## src/rtl/jesd_tx_framer.sv

```systemverilog
// JESD204B transmit link-layer framer for one lane: CGS -> ILAS -> DATA sequencing,
// control-character insertion, end-of-frame/multiframe replacement and beat markers.
module jesd_tx_framer #(
  parameter int PARALLEL_OCTETS  = 4,
  parameter int F                = 4,
  parameter int K                = 8,
  parameter int ILAS_MULTIFRAMES = 4
) (
  input  logic                           clk_i,
  input  logic                           rst_ni,
  input  logic                           sync_ni,
  input  logic [111:0]                   ilas_cfg_i,
  input  logic [8*PARALLEL_OCTETS-1:0]   data_i,
  output logic                           data_ready_o,
  output logic [8*PARALLEL_OCTETS-1:0]   data_o,
  output logic [PARALLEL_OCTETS-1:0]     charisk_o,
  output logic [PARALLEL_OCTETS-1:0]     sof_o,
  output logic [PARALLEL_OCTETS-1:0]     eof_o,
  output logic [PARALLEL_OCTETS-1:0]     somf_o,
  output logic [PARALLEL_OCTETS-1:0]     eomf_o,
  output logic                           link_up_o
);

  localparam int P   = PARALLEL_OCTETS;
  localparam int FPB = F / P;
  localparam int MFB = F * K / P;
  localparam int FW  = (FPB > 1) ? $clog2(FPB) : 1;
  localparam int LW  = (MFB > 1) ? $clog2(MFB) : 1;
  localparam int MW  = (ILAS_MULTIFRAMES > 1) ? $clog2(ILAS_MULTIFRAMES) : 1;

  localparam logic [1:0] ST_CGS  = 2'd0;
  localparam logic [1:0] ST_ILAS = 2'd1;
  localparam logic [1:0] ST_DATA = 2'd2;

  logic [1:0]      state_reg;
  logic [FW-1:0]   frame_reg;
  logic [LW-1:0]   lmfc_reg;
  logic [MW-1:0]   ilas_mf_reg;
  logic [7:0]      prev_reg;
  logic            prev_valid_reg;

  logic            frame_last;
  logic            lmfc_last;
  logic            ilas_last;
  logic            ilas_m1;
  logic [7:0]      d_last;
  logic [8*P-1:0]  data_next;
  logic [P-1:0]    charisk_next;
  logic [7:0]      cfg_octets [16];

  assign frame_last   = (frame_reg == FW'(FPB - 1));
  assign lmfc_last    = (lmfc_reg == LW'(MFB - 1));
  assign ilas_last    = (ilas_mf_reg == MW'(ILAS_MULTIFRAMES - 1));
  assign ilas_m1      = (ilas_mf_reg == MW'(1));
  assign d_last       = data_i[8*P-1 -: 8];
  assign data_ready_o = (state_reg == ST_DATA);

  // Pad the 14 configuration octets to 16 so the ILAS lookup can use a 4-bit index.
  for (genvar gi = 0; gi < 16; gi++) begin : g_cfg
    if (gi < 14) begin : g_oct
      assign cfg_octets[gi] = ilas_cfg_i[8*gi +: 8];
    end else begin : g_pad
      assign cfg_octets[gi] = 8'h00;
    end
  end

  for (genvar gi = 0; gi < P; gi++) begin : g_lane
    logic [15:0] n;
    logic [7:0]  d;
    logic [7:0]  oct;
    logic        k;

    assign d = data_i[8*gi +: 8];
    assign n = 16'(lmfc_reg) * 16'(P) + 16'(gi);

    always_comb begin
      oct = 8'hBC;
      k   = 1'b1;
      case (state_reg)
        ST_ILAS: begin
          if (n == 16'd0) begin
            oct = 8'h1C;
          end else if (n == 16'(F*K - 1)) begin
            oct = 8'h7C;
          end else if (ilas_m1 && n == 16'd1) begin
            oct = 8'h9C;
          end else if (ilas_m1 && n <= 16'd15) begin
            oct = cfg_octets[4'(n - 16'd2)];
            k   = 1'b0;
          end else begin
            oct = n[7:0];
            k   = 1'b0;
          end
        end
        ST_DATA: begin
          oct = d;
          k   = 1'b0;
          // Only the last octet of a frame is a replacement candidate.
          if (gi == P-1 && frame_last && prev_valid_reg && d == prev_reg) begin
            oct = lmfc_last ? 8'h7C : 8'hFC;
            k   = 1'b1;
          end
        end
        default: ;
      endcase
    end

    assign data_next[8*gi +: 8] = oct;
    assign charisk_next[gi]     = k;
  end

  always_ff @(posedge clk_i) begin
    if (!rst_ni) begin
      state_reg      <= ST_CGS;
      frame_reg      <= '0;
      lmfc_reg       <= '0;
      ilas_mf_reg    <= '0;
      prev_reg       <= '0;
      prev_valid_reg <= 1'b0;
      data_o         <= {P{8'hBC}};
      charisk_o      <= '1;
      sof_o          <= '0;
      eof_o          <= '0;
      somf_o         <= '0;
      eomf_o         <= '0;
      link_up_o      <= 1'b0;
    end else begin
      frame_reg <= frame_last ? '0 : frame_reg + 1'b1;
      lmfc_reg  <= lmfc_last ? '0 : lmfc_reg + 1'b1;
      data_o    <= data_next;
      charisk_o <= charisk_next;
      sof_o     <= P'(frame_reg == '0);
      eof_o     <= P'(frame_last) << (P - 1);
      somf_o    <= P'(lmfc_reg == '0);
      eomf_o    <= P'(lmfc_last) << (P - 1);
      link_up_o <= (state_reg == ST_DATA);

      if (state_reg != ST_DATA) prev_valid_reg <= 1'b0;

      case (state_reg)
        ST_CGS: begin
          if (sync_ni && lmfc_last) begin
            state_reg   <= ST_ILAS;
            ilas_mf_reg <= '0;
          end
        end
        ST_ILAS: begin
          if (!sync_ni) begin
            state_reg   <= ST_CGS;
            ilas_mf_reg <= '0;
          end else if (lmfc_last) begin
            if (ilas_last) begin
              state_reg   <= ST_DATA;
              ilas_mf_reg <= '0;
            end else begin
              ilas_mf_reg <= ilas_mf_reg + 1'b1;
            end
          end
        end
        ST_DATA: begin
          if (!sync_ni) begin
            state_reg      <= ST_CGS;
            prev_valid_reg <= 1'b0;
          end else if (frame_last) begin
            // Compare against the original octet, never the replacement.
            prev_reg       <= d_last;
            prev_valid_reg <= 1'b1;
          end
        end
        default: state_reg <= ST_CGS;
      endcase
    end
  end

endmodule

```

## config.mk

```make
export PLATFORM = sky130hd
export DESIGN_NAME = jesd_tx_framer
export DESIGN_NICKNAME = d
export VERILOG_FILES = /design/src/rtl/jesd_tx_framer.sv
export SDC_FILE = /design/constraint.sdc
export NUM_CORES = 1
export LEC_CHECK = 0
export CAP_MARGIN = 15
export CORE_MARGIN = 3
export CORE_UTILIZATION = 38
export DETAILED_ROUTE_END_ITERATION = 8
export PLACE_DENSITY = 0.82
export RECOVER_POWER = 50
export SYNTH_ARGS = -nofsm -noshare
export SYNTH_HDL_FRONTEND = slang
export SYNTH_SLANG_ARGS = --single-unit
```

## constraint.sdc

```tcl
create_clock -name clk_i -period 5.45 [get_ports clk_i]
set_input_delay 1.09 -clock clk_i [delete_from_list [all_inputs] [get_ports clk_i]]
set_output_delay 1.09 -clock clk_i [all_outputs]
set_load 0.005 [all_outputs]
```

==> Word level (Yosys, flattened, before mapping) <==
Cells that the tools add are included.
{ "op_classes": {"add_sub_neg": 10, "mul": 0, "n_div": 0, "magnitude_cmp": 8, "n_eq_ne": 17, "shifts": 0, "muxes": 62, "n_bitwise": 6, "reduce_logical": 22} }
{ "ops": {"columns": ["operator", "count"], "rows": [
  ["$mux 8", 24],
  ["$bmux 8 s4", 4],
  ["$logic_not 16->1", 4],
  ["$pmux 8 s2", 4],
  ["$ge 5x5->1 const B", 4],
  ["$not 4->5", 4],
  ["$eq 6x1->1 const B", 3],
  ["$eq 6x5->1 const B", 3],
  ["$le 6x4->1 const B", 3],
  ["$mux 2", 9],
  ["$sub 4x2->4 const B", 4],
  ["$mux 1", 15],
  ["$add 5x2->6 const B", 2],
  ["$logic_and 1x1->1", 10],
  ["$eq 8x8->1", 1],
  ["$pmux 1 s2", 4],
  ["$add 5x1->6 const B", 1],
  ["$ne 2x2->1 const B", 3],
  ["$ne 3x3->1 const B", 2],
  ["$pmux 2 s3", 1],
  ["$reduce_and 3->1", 2],
  ["$le 5x4->1 const B", 1],
  ["$eq 2x1->1 const B", 2],
  ["$eq 2x2->1 const B", 2],
  ["12 further kinds", 13]
]} }
{ "totals": {"regBits": 69, "latch_bits": 0, "mem_bits_rw": 0, "rom_bits": 0, "in_bits": 147, "output_inout_bits": 54, "n_memories": 0} }

==> Logic depth before layout (Yosys ltp) <==
Gate-level depths: netlist of the first run.
{ "depth": {"word_depth": 11, "mapped_depth": 11, "mapped_depth_nobuf": 7} }

==> Worst setup path after synthesis of the first run <==
Ideal clock, no wire load.
{ "synth_timing": {"path_type": "register -> register", "startpoint": "register lmfc_reg[0]", "endpoint": "register data_o[8]", "setup_time_ns": 0.117, "arrival_ns": 2.223, "required_ns": 5.333, "setup_slack_ns": 3.110, "stages_incl_launch_ff": 11, "period_less_slack_ns": 2.340, "cell_sequence": "dfxtp_1 -> buf_6 -> buf_6 -> inv_1 -> buf_2 -> ha_1 -> buf_2 -> mux2_2 -> a22oi_1 -> o21ai_0 -> a32o_1"} }
{ "synth_between": {"elab_chain_len": 11} }
{ "synth_lines": {"columns": ["element", "line", "source"], "rows": [
  ["start, declared", "37", "logic [LW-1:0] lmfc_reg;"],
  ["start signal, assigned", "129", "lmfc_reg <= lmfc_last ? '0 : lmfc_reg + 1'b1;"],
  ["$add 5x1->6 *", "74", "assign n = 16'(lmfc_reg) * 16'(P) + 16'(gi);"],
  ["$sub 4x2->4", "88", "oct = cfg_octets[4'(n - 16'd2)];"],
  ["$not 4->5 (not written as such)", "88", null],
  ["$bmux 8 s4", "88", null],
  ["$mux 8 (not written as such) (2 in series)", "88", null],
  ["$mux 8", "87", "end else if (ilas_m1 && n <= 16'd15) begin"],
  ["$mux 8", "85", "end else if (ilas_m1 && n == 16'd1) begin"],
  ["$mux 8", "83", "end else if (n == 16'(F*K - 1)) begin"],
  ["$mux 8 *", "81", "if (n == 16'd0) begin"],
  ["$pmux 8 s2 *", "79", "case (state_reg)"],
  ["end signal, assigned", "120", "data_o <= {P{8'hBC}};"],
  ["end signal, assigned", "130", "data_o <= data_next;"],
  ["end, declared", "15", "output logic [8*PARALLEL_OCTETS-1:0] data_o,"]
]} }
Every way passes the cells marked *; elsewhere a longest branch is shown, timed or not. The select of a mux whose other input is x is not followed.
A chain may end at the register's enable or synchronous reset.

==> Final worst setup path of the first run <==
{ "layout_timing": {"startpoint": "register lmfc_reg[0]", "endpoint": "register data_o[11]"} }
Same word-level chain as after synthesis.

==> results.yml, run 1 <==
floorplan:
  dieArea_sq_um: 9700
  initial_core_util_pct: 39.4
  pin_count: 201
  core_sq_um: 8260
  die_h_um: 98.5
  core.rowCount: 33
  die_w_um: 98.5
sta:
  post-route-period-util_pct: 71.4
  max_slew_margin_pct: 36.2
  finalHoldViolCount: 0
  rsz0062_at_grt: "no"
  finalSetupTns_ps: 0
  setup_viol: 0
  finalMaxSlewViolations: 0
  clock_skew_ps: 8.63
  fin_crit_ps: 3890
  clock.fmax_ghz: 0.257
  worst_pin_slew_ps: 955
flow_run:
  maxCapViolCount: 0
setup_path:
  crit_type: "register to register"
  cpPeakStageDelay_ps: 1050
  cp_slowest_cell: "ha_1"
  crit_path_cell_trace: "inv_1, ha_1, nor2b_1, a2111oi_0, o31ai_1"
  endpoint_kind: "register"
  crit_family: "adder cells"
  crit_arrival_ps: 4140
  cp_max_fo: 34
  critPathBufInv: 1
  regToRegSetupSlack_ps: 1560
  crit_cells: 5
  required_ps: 5700
  ff2ff_path_depth: 5
  crit_path_start_kind: "register"
placed_design:
  placedCellCount: 612
  hpwlAfterDp_um: 9430
  port_buffers: 188
  gp_congestion: 0.910
cts:
  clockBufferDepth: 2
  post_cts_buffers: 0
  clk_pin_slew_ps: 70
  cts_tree: "yes"
  cts.sinks: 57
  clk_latency_ps: 330
  cts-root-buf: "clkbuf_8"
  cts_made_buffers: 9
  postCtsHoldBufs: 0
  cts_resized: 0
  htreeDepth: 3
yosys:
  syn_area_sq_um: 3250
  synth_edf_count: 0
  synth_top_area_cell: "dfxtp_1"
  synth-seq-cells: 57
  async_flop_share_pct: 0
  synth.top_cells.by_area: "dfxtp_1 (35%), mux4_2 (8.3%), mux2i_1 (8.0%)"
  yosysWarnings: 0
  synth_top_area_share_pct: 35.1
  yosysUniqueCellTypes: 57
  ys_seq_area_share_pct: 35.1
  syn_inst: 344
  synth_flop_cell: "dfxtp_1"
  postSynthAreaPerCell_sq_um: 9.45
pwr:
  p_switching_w: 0.000308
  comb_power_share_pct: 25.4
  clock_power_share_pct: 36.7
  netSwitchingFraction_pct: 26.1
  power.density_nw_per_um2: 222
  seqPwrFrac_pct: 38.0
  peakVddDrop_uv: 130
  p_int_w: 0.000871
  static-leakage-power_nw: 2.00
grt:
  grt_max_degree: 37
  grt_pass1_vias: 3456
  grt_util_all_layers_pct: 24.2
  grt_pass1_wl_um: 18300
  grt_overflow_total: 0
  antenna_found_initial: 0
routing:
  drc: 0
  firstDrtPassIters: 5
  vias: 3399
  vias_per_cell: 5.41
  routed_wl_um: 12100
  drtAntennaViolNets: 0
  drtIter0Drc: 169
  routedWlPerCell_um: 19.3
layout:
  nets: 674
  drive_above_1_share_pct: 7.65
  antenna_cells: 0
  layout.cells.non_filler: 628
  largest_reg_flops: 32
  area_growth_pct: 63.5
status:
  outcome: "finished clean"
worst_hold_path:
  hold_class: "register to register"
  hold_depth: 1
final cells by class:
| type | count | area (sq um) |
|---|---|---|
| clock buffer | 11 | 131 |
| clock inverter | 5 | 80.1 |
| fill | 673 | 2940 |
| inverter | 13 | 48.8 |
| multi-input combinational | 247 | 1880 |
| sequential | 57 | 1140 |
| tap | 105 | 131 |
| timing repair buffer | 190 | 1900 |
synthesized netlist by cell type, drive strengths merged (3+ instances only):
| cell type | number |
|---|---|
| nand3 | 3 |
| clkbuf | 13 |
| dfxtp | 57 |
| mux2 | 4 |
| o21ai | 26 |
| and2 | 5 |
| nand2 | 19 |
| xor2 | 8 |
| o211ai | 3 |
| a221oi | 3 |
| ha | 9 |
| mux4 | 12 |
| inv | 11 |
| a31oi | 7 |
| a221o | 8 |
| mux2i | 26 |
| nand2b | 7 |
| and3 | 3 |
| a22oi | 8 |
| nor2b | 15 |
| nor2 | 19 |
| buf | 26 |
| a21oi | 12 |
| o2bb2ai | 6 |
worst reg2reg max path: cells and delay by family (launching register included):
kind                       cells  cell delay [ps]
adders and majority gates      1             1050
DFF                            1              890
and+or+nand+nor                1              850
AOI/OAI and AO/OA              2              540
buffers and inverters          1              470
layer usage:
| layer | up-vias | GRT usage [%] | wire [um] |
|---|---|---|---|
| met5 | - | 0 | 0 |
| met4 | 0 | 11.1 | 366 |
| met3 | 32 | 3.96 | 961 |
| met2 | 186 | 42.5 | 6220 |
| met1 | 1601 | 29.0 | 4560 |
| li1 | 1580 | - | - |
cells by family (layout without fill, tap and decap cells):
| group | after synthesis | after routing | share of synthesized area (%) |
|---|---|---|---|
| other | 1 | 13 | 0.115 |
| AO/OA/AOI/OAI | 94 | 94 | 20.1 |
| AND/OR/NAND/NOR | 81 | 81 | 13.0 |
| buffers and inverters | 52 | 219 | 8.35 |
| flip-flops | 57 | 57 | 35.1 |
| adder cells (fa/ha/maj) | 9 | 9 | 3.46 |
| multiplexers | 42 | 42 | 17.7 |
| XOR/XNOR | 8 | 8 | 2.16 |
cells in the final DEF, fill, tap and decap left out, drive strengths merged, types with 3 or more instances in the layout:
cell           instances
a21oi                 12
a221o                  8
a221oi                 3
a22oi                  8
a31oi                  7
and2                   5
and3                   3
clkbuf                11
clkdlybuf4s50        145
clkinv                 3
conb                  13
dfxtp                 57
dlygate4sd3           43
ha                     9
inv                   11
mux2                   4
mux2i                 26
mux4                  12
nand2                 19
nand2b                 7
nand3                  3
nor2                  19
nor2b                 15
o211ai                 3
o21ai                 26
o2bb2ai                6
xor2                   8
metrics by stage:
step	power, W	setup WS [ps]	utilization, %	hold slack (ps)	cell area [sq um]
finish	0.00118	1560	64.3	459	5310
global route	0.00122	1240	64.3	513	5310
global placement	0.000752	1740	61.8	440	5100
detailed placement	0.000759	1610	61.8	447	5100
floorplan	0.000596	3110	-	419	3300
CTS	0.00119	1550	64.3	461	5310
final timing paths:
kind / startpoint / to
worst min register to register: frame_reg$_SDFF_PN0_ / eof_o[3]$_SDFF_PN0_
worst min-delay path: frame_reg$_SDFF_PN0_ / eof_o[3]$_SDFF_PN0_
worst max-delay path: lmfc_reg[0]$_SDFF_PP0_ / data_o[11]$_SDFF_PN1_
worst max register to register: lmfc_reg[0]$_SDFF_PP0_ / data_o[11]$_SDFF_PN1_
power groups by stage:
stage	clock network, W	logic (W)	registers (W)
floorplan	0	0.000146	0.000450
global placement	0	0.000295	0.000457
detailed placement	0	0.000301	0.000458
CTS	0.000435	0.000303	0.000448
global route	0.000450	0.000319	0.000450
finish	0.000432	0.000299	0.000447
(Power assumes the default switching activity.)
==> run 2: changes to the inputs <==
Settings changed: CORE_UTILIZATION 38 to 37, PLACE_DENSITY 0.82 to 0.8.
Clock period 5.45 ns to 3.9 ns, I/O delays scaled along.
==> run 2 against run 1 <==
- sequential power grew 38%
- largest power group unchanged
- via count shrank 1.6%
- combinational power grew 45%
- worst setup slack lost 380 ps
- total power grew 38%
- clock skew grew 1.3 ps
- non-clock buffer count grew 5
==> results.yml, run 2 (same netlist as run 1, synthesis figures left out) <==
pwr:
  peakVddDrop_uv: 196
  p_total_w: 0.00162
  power.density_nw_per_um2: 303
  static-leakage-power_nw: 2.03
sta:
  worst_pin_slew_ps: 975
  finalSetupTns_ps: 0
  post-route-period-util_pct: 69.9
  clock_skew_ps: 9.96
  setup_viol: 0
  fin_crit_ps: 2720
  finalHoldViolCount: 0
  clock.fmax_ghz: 0.367
  finalMaxSlewViolations: 0
  max_slew_margin_pct: 34.9
  rsz0062_at_grt: "no"
  timing.final.ws_setup_ps: 1180
floorplan:
  die_w_um: 99.7
  initial_core_util_pct: 38.8
  core.rowCount: 33
  pin_count: 201
  core_sq_um: 8380
  die_h_um: 99.7
  dieArea_sq_um: 9950
setup_path:
  cpPeakStageDelay_ps: 580
  crit_path_start_kind: "primary input"
  cp_max_fo: 22
  startpoint: "rst_ni"
  r2r_end: "data_o[8]$_SDFF_PN0_"
  crit_cells: 6
  required_ps: 4120
  cp_slowest_cell: "clkbuf_1"
  crit_type: "primary input to register"
  endpoint_kind: "register"
  critPathBufInv: 4
  r2r-start: "lmfc_reg[0]$_SDFF_PP0_"
  regToRegSetupSlack_ps: 1440
  crit_family: "buffers and inverters"
  ff2ff_path_depth: 6
  crit_arrival_ps: 2950
  crit_path_cell_trace: "dlygate4sd3_1, clkbuf_1, and2_1, clkinv_1, buf_4, a221o_1"
placed_design:
  hpwlAfterDp_um: 9310
  dpl_cell_area_sq_um: 5140
  gp_congestion: 0.916
  port_buffers: 188
  pre_cts_ws_ps: 1360
routing:
  firstDrtPassIters: 4
  vias_per_cell: 5.28
  drtIter0Drc: 136
  drtAntennaViolNets: 0
  routedWlPerCell_um: 18.8
  routed_wl_um: 11900
  vias: 3345
  drc: 0
flow_run:
  maxCapViolCount: 0
layout:
  drive_above_1_share_pct: 8.14
  nets: 679
  antenna_cells: 0
  final_common_cell: "clkdlybuf4s50_1"
  stdcell_area_sq_um: 5340
  area_growth_pct: 64.4
  largest_reg_flops: 32
  fin_util_pct: 63.7
  final_cell_mix: "clkdlybuf4s50_1 (147), dfxtp_1 (57), dlygate4sd3_1 (41)"
cts:
  cts_made_buffers: 9
  cts-root-buf: "clkbuf_8"
  postCtsHoldBufs: 0
  post_cts_buffers: 0
  clk_pin_slew_ps: 70
  cts.sinks: 57
  cts_tree: "yes"
  cts_resized: 0
  clk_latency_ps: 330
  clockBufferDepth: 2
  htreeDepth: 3
grt:
  grt_overflow_total: 0
  grt_max_degree: 37
  grt_pass1_vias: 3467
  grt_util_all_layers_pct: 22.8
  antenna_found_initial: 0
  grt_pass1_wl_um: 17700
worst_hold_path:
  hold_start: "frame_reg$_SDFF_PN0_"
  hold_class: "register to register"
  holdPathEnd: "eof_o[3]$_SDFF_PN0_"
  hold_depth: 1
status:
  outcome: "finished clean"
run 2: cell type report:
class,count,area [sq um]
multi-input combinational,247,1880
sequential,57,1140
fill,711,3040
timing repair buffer,195,1930
clock inverter,2,35.0
tap,105,131
clock buffer,14,173
inverter,13,48.8
run 2: worst max-delay path by stage:
stage	endpoint	slack (ps)
2_1_floorplan	data_o[8]$_SDFF_PN0_	1560
4_1_cts	data_o[8]$_SDFF_PN0_	1440
3_3_place_gp	data_o[3]$_SDFF_PN1_	1410
6_report	data_o[5]$_SDFF_PN1_	1180
5_1_grt	data_o[10]$_SDFF_PN1_	980
3_5_place_dp	data_o[5]$_SDFF_PN1_	1360
run 2: routing by layer:
| metal | track usage [%] | share of wire [%] | vias up |
|---|---|---|---|
| met2 | 40.9 | 51 | 161 |
| met1 | 26.4 | 38 | 1579 |
| met5 | 0 | 0 | - |
| met3 | 4.70 | 8.6 | 16 |
| li1 | - | - | 1589 |
| met4 | 8.40 | 1.8 | 0 |
run 2: power breakdown:
part,internal (W),switching [W]
Sequential,0.000606,0.00000936
Combinational,0.000255,0.000178
Clock,0.000347,0.000226
Total,0.00121,0.000413
run 2: through the flow:
| step | hold WS [ps] | std cells |
|---|---|---|
| after floorplan | 419 | 356 |
| after global placement | 441 | 617 |
| after detailed placement | 452 | 617 |
| after CTS | 479 | 633 |
| after global routing | 504 | 633 |
| final | 478 | 633 |
run 2: worst register-to-register path, delay by kind of cell, from the launching register on:
family	cells	cell delay (ps)
adders and majority gates	1	390
DFF	1	320
AOI/OAI and AO/OA	3	700
and+or+nand+nor	1	770
buffers and inverters	1	220
==> run 3: changes to the inputs <==
Settings changed: CORE_UTILIZATION 37 to 34, PLACE_DENSITY 0.8 to 0.78.
Clock period 3.9 ns to 2.3 ns, I/O delays scaled along.
==> run 3 against run 2 <==
- sequential power increased by 69%
- cell count increased by 4.9%
- clock power increased by 65%
- hold slack got worse by 23 ps
- total power increased by 70%
- design area increased by 2.0%
- non-clock buffer count increased by 8
- combinational power increased by 78%
- first-iteration DRC count increased by 62%
- worst setup slack got worse by 960 ps
- via count increased by 2.9%
- count of clock-buffer cells in the layout decreased by 2
- critical path type is now register to register
- largest power group unchanged
- highest routed layer unchanged
==> results.yml, run 3 (same netlist as run 1, synthesis figures left out) <==
pwr:
  netSwitchingFraction_pct: 26.4
  static-leakage-power_nw: 2.08
  p_int_w: 0.00203
  p_switching_w: 0.000727
  clock_power_share_pct: 34.4
  comb_power_share_pct: 27.9
  seqPwrFrac_pct: 37.7
  power.density_nw_per_um2: 506
  peakVddDrop_uv: 306
cts:
  clk_pin_slew_ps: 60
  cts.sinks: 57
  cts-root-buf: "clkbuf_8"
  clk_latency_ps: 340
  post_cts_buffers: 0
  cts_tree: "yes"
  cts_made_buffers: 9
  htreeDepth: 3
  clockBufferDepth: 2
placed_design:
  port_buffers: 188
  gp_congestion: 0.909
  hpwlAfterDp_um: 10100
  dpl_cell_area_sq_um: 5260
sta:
  clock.fmax_ghz: 0.480
  finalHoldViolCount: 0
  finalMaxSlewViolations: 0
  worst_pin_slew_ps: 753
  max_slew_margin_pct: 49.8
  clock_skew_ps: 10.6
  post-route-period-util_pct: 90.6
  finalSetupTns_ps: 0
  fin_crit_ps: 2080
  rsz0062_at_grt: "no"
  setup_viol: 0
status:
  outcome: "finished clean"
layout:
  nets: 687
  multi_input_comb_area_sq_um: 1890
  seqCellArea_sq_um: 1140
  area_growth_pct: 67.6
  final_cell_mix: "clkdlybuf4s50_1 (147), dfxtp_1 (56), dlygate4sd3_1 (41)"
  final_common_cell: "clkdlybuf4s50_1"
  fillCellCount: 829
  largest_reg_flops: 32
  antenna_cells: 0
  drive_above_1_share_pct: 9.91
  stdcell_area_sq_um: 5450
setup_path:
  cpPeakStageDelay_ps: 480
  r2r-start: "lmfc_reg[1]$_SDFF_PP0_"
  required_ps: 2560
  endpoint_kind: "register"
  crit_arrival_ps: 2350
  crit_path_start_kind: "register"
  cp_max_fo: 19
  critPathMostFrequentCell: "ha_1"
  crit_family: "simple AND/OR/NAND/NOR gates"
  crit_type: "register to register"
  crit_path_cell_trace: "buf_4, ha_1, ha_1, inv_2, a211o_1, or4_1, a21boi_1"
  crit_cells: 7
  cp_slowest_cell: "or4_1"
  critPathBufInv: 2
  ff2ff_path_depth: 7
  startpoint: "lmfc_reg[1]$_SDFF_PP0_"
floorplan:
  die_w_um: 104
  initial_core_util_pct: 35.0
  core.rowCount: 35
  pin_count: 201
  die_h_um: 104
  core_sq_um: 9280
  dieArea_sq_um: 10800
routing:
  firstDrtPassIters: 5
  routedWlPerCell_um: 19.3
  drc: 0
  drtIter0Drc: 220
  routed_wl_um: 12800
  drtAntennaViolNets: 0
  vias_per_cell: 5.18
  vias: 3442
flow_run:
  maxCapViolCount: 0
worst_hold_path:
  hold_class: "register to register"
  hold_start: "frame_reg$_SDFF_PN0_"
  hold_depth: 1
grt:
  grt_pass1_vias: 3370
  antenna_found_initial: 0
  grt_pass1_wl_um: 19200
  grt_overflow_total: 0
  grt_max_degree: 23
  grt_util_all_layers_pct: 22.9
[run 3: path summary, 6_finish.rpt]
check	end	slack, ps
setup / recovery	ilas_mf_reg[0]$_SDFFE_PN0P_	220
hold / removal	eof_o[3]$_SDFF_PN0_	460
setup reg to reg	ilas_mf_reg[0]$_SDFFE_PN0P_	220
hold reg to reg	eof_o[3]$_SDFF_PN0_	460
[run 3: metrics by stage]
| step | hold slack, ps | worst slack, ps | power [W] | util (%) | std cells |
|---|---|---|---|---|---|
| after global routing | 482 | 94.7 | 0.00288 | 58.7 | 664 |
| after detailed placement | 443 | 64.9 | 0.00184 | 56.6 | 649 |
| after global placement | 440 | 197 | 0.00183 | 56.6 | 649 |
| final | 455 | 216 | 0.00276 | 58.7 | 664 |
| after floorplan | 419 | 21.7 | 0.00141 | - | 356 |
| after CTS | 453 | 43.4 | 0.00279 | 58.7 | 664 |
[run 3: metal layers]
layer	vias up	wire length, um	share of wire (%)	track usage, %
met3	22	981	7.7	5.98
met5	-	0	0	0
met4	0	248	1.9	8.83
li1	1602	-	-	-
met2	158	6570	51	40.2
met1	1660	5000	39	26.8
[run 3: what timing repair did]
| item | 4_1_cts | 5_1_grt |
|---|---|---|
| setup endpoints to repair | 0 | 6 |
| hold endpoints to repair | 0 | 0 |
| resized for setup | 0 | 1 |
| hold buffers | 0 | 0 |
[run 3: final cells by class]
type	count	share of cell area, %
timing repair buffer	203	37.0
multi-input combinational	247	34.6
sequential	57	21.0
tap	129	2.96
clock buffer	12	2.85
inverter	13	0.896
clock inverter	3	0.735
[run 3: power by group through the flow]
stage | Sequential, W | Clock (W) | Combinational [W]
CTS | 0.00104 | 0.000966 | 0.000780
floorplan | 0.00107 | 0 | 0.000349
global placement | 0.00106 | 0 | 0.000763
global route | 0.00104 | 0.00102 | 0.000819
detailed placement | 0.00106 | 0 | 0.000776
finish | 0.00104 | 0.000947 | 0.000770
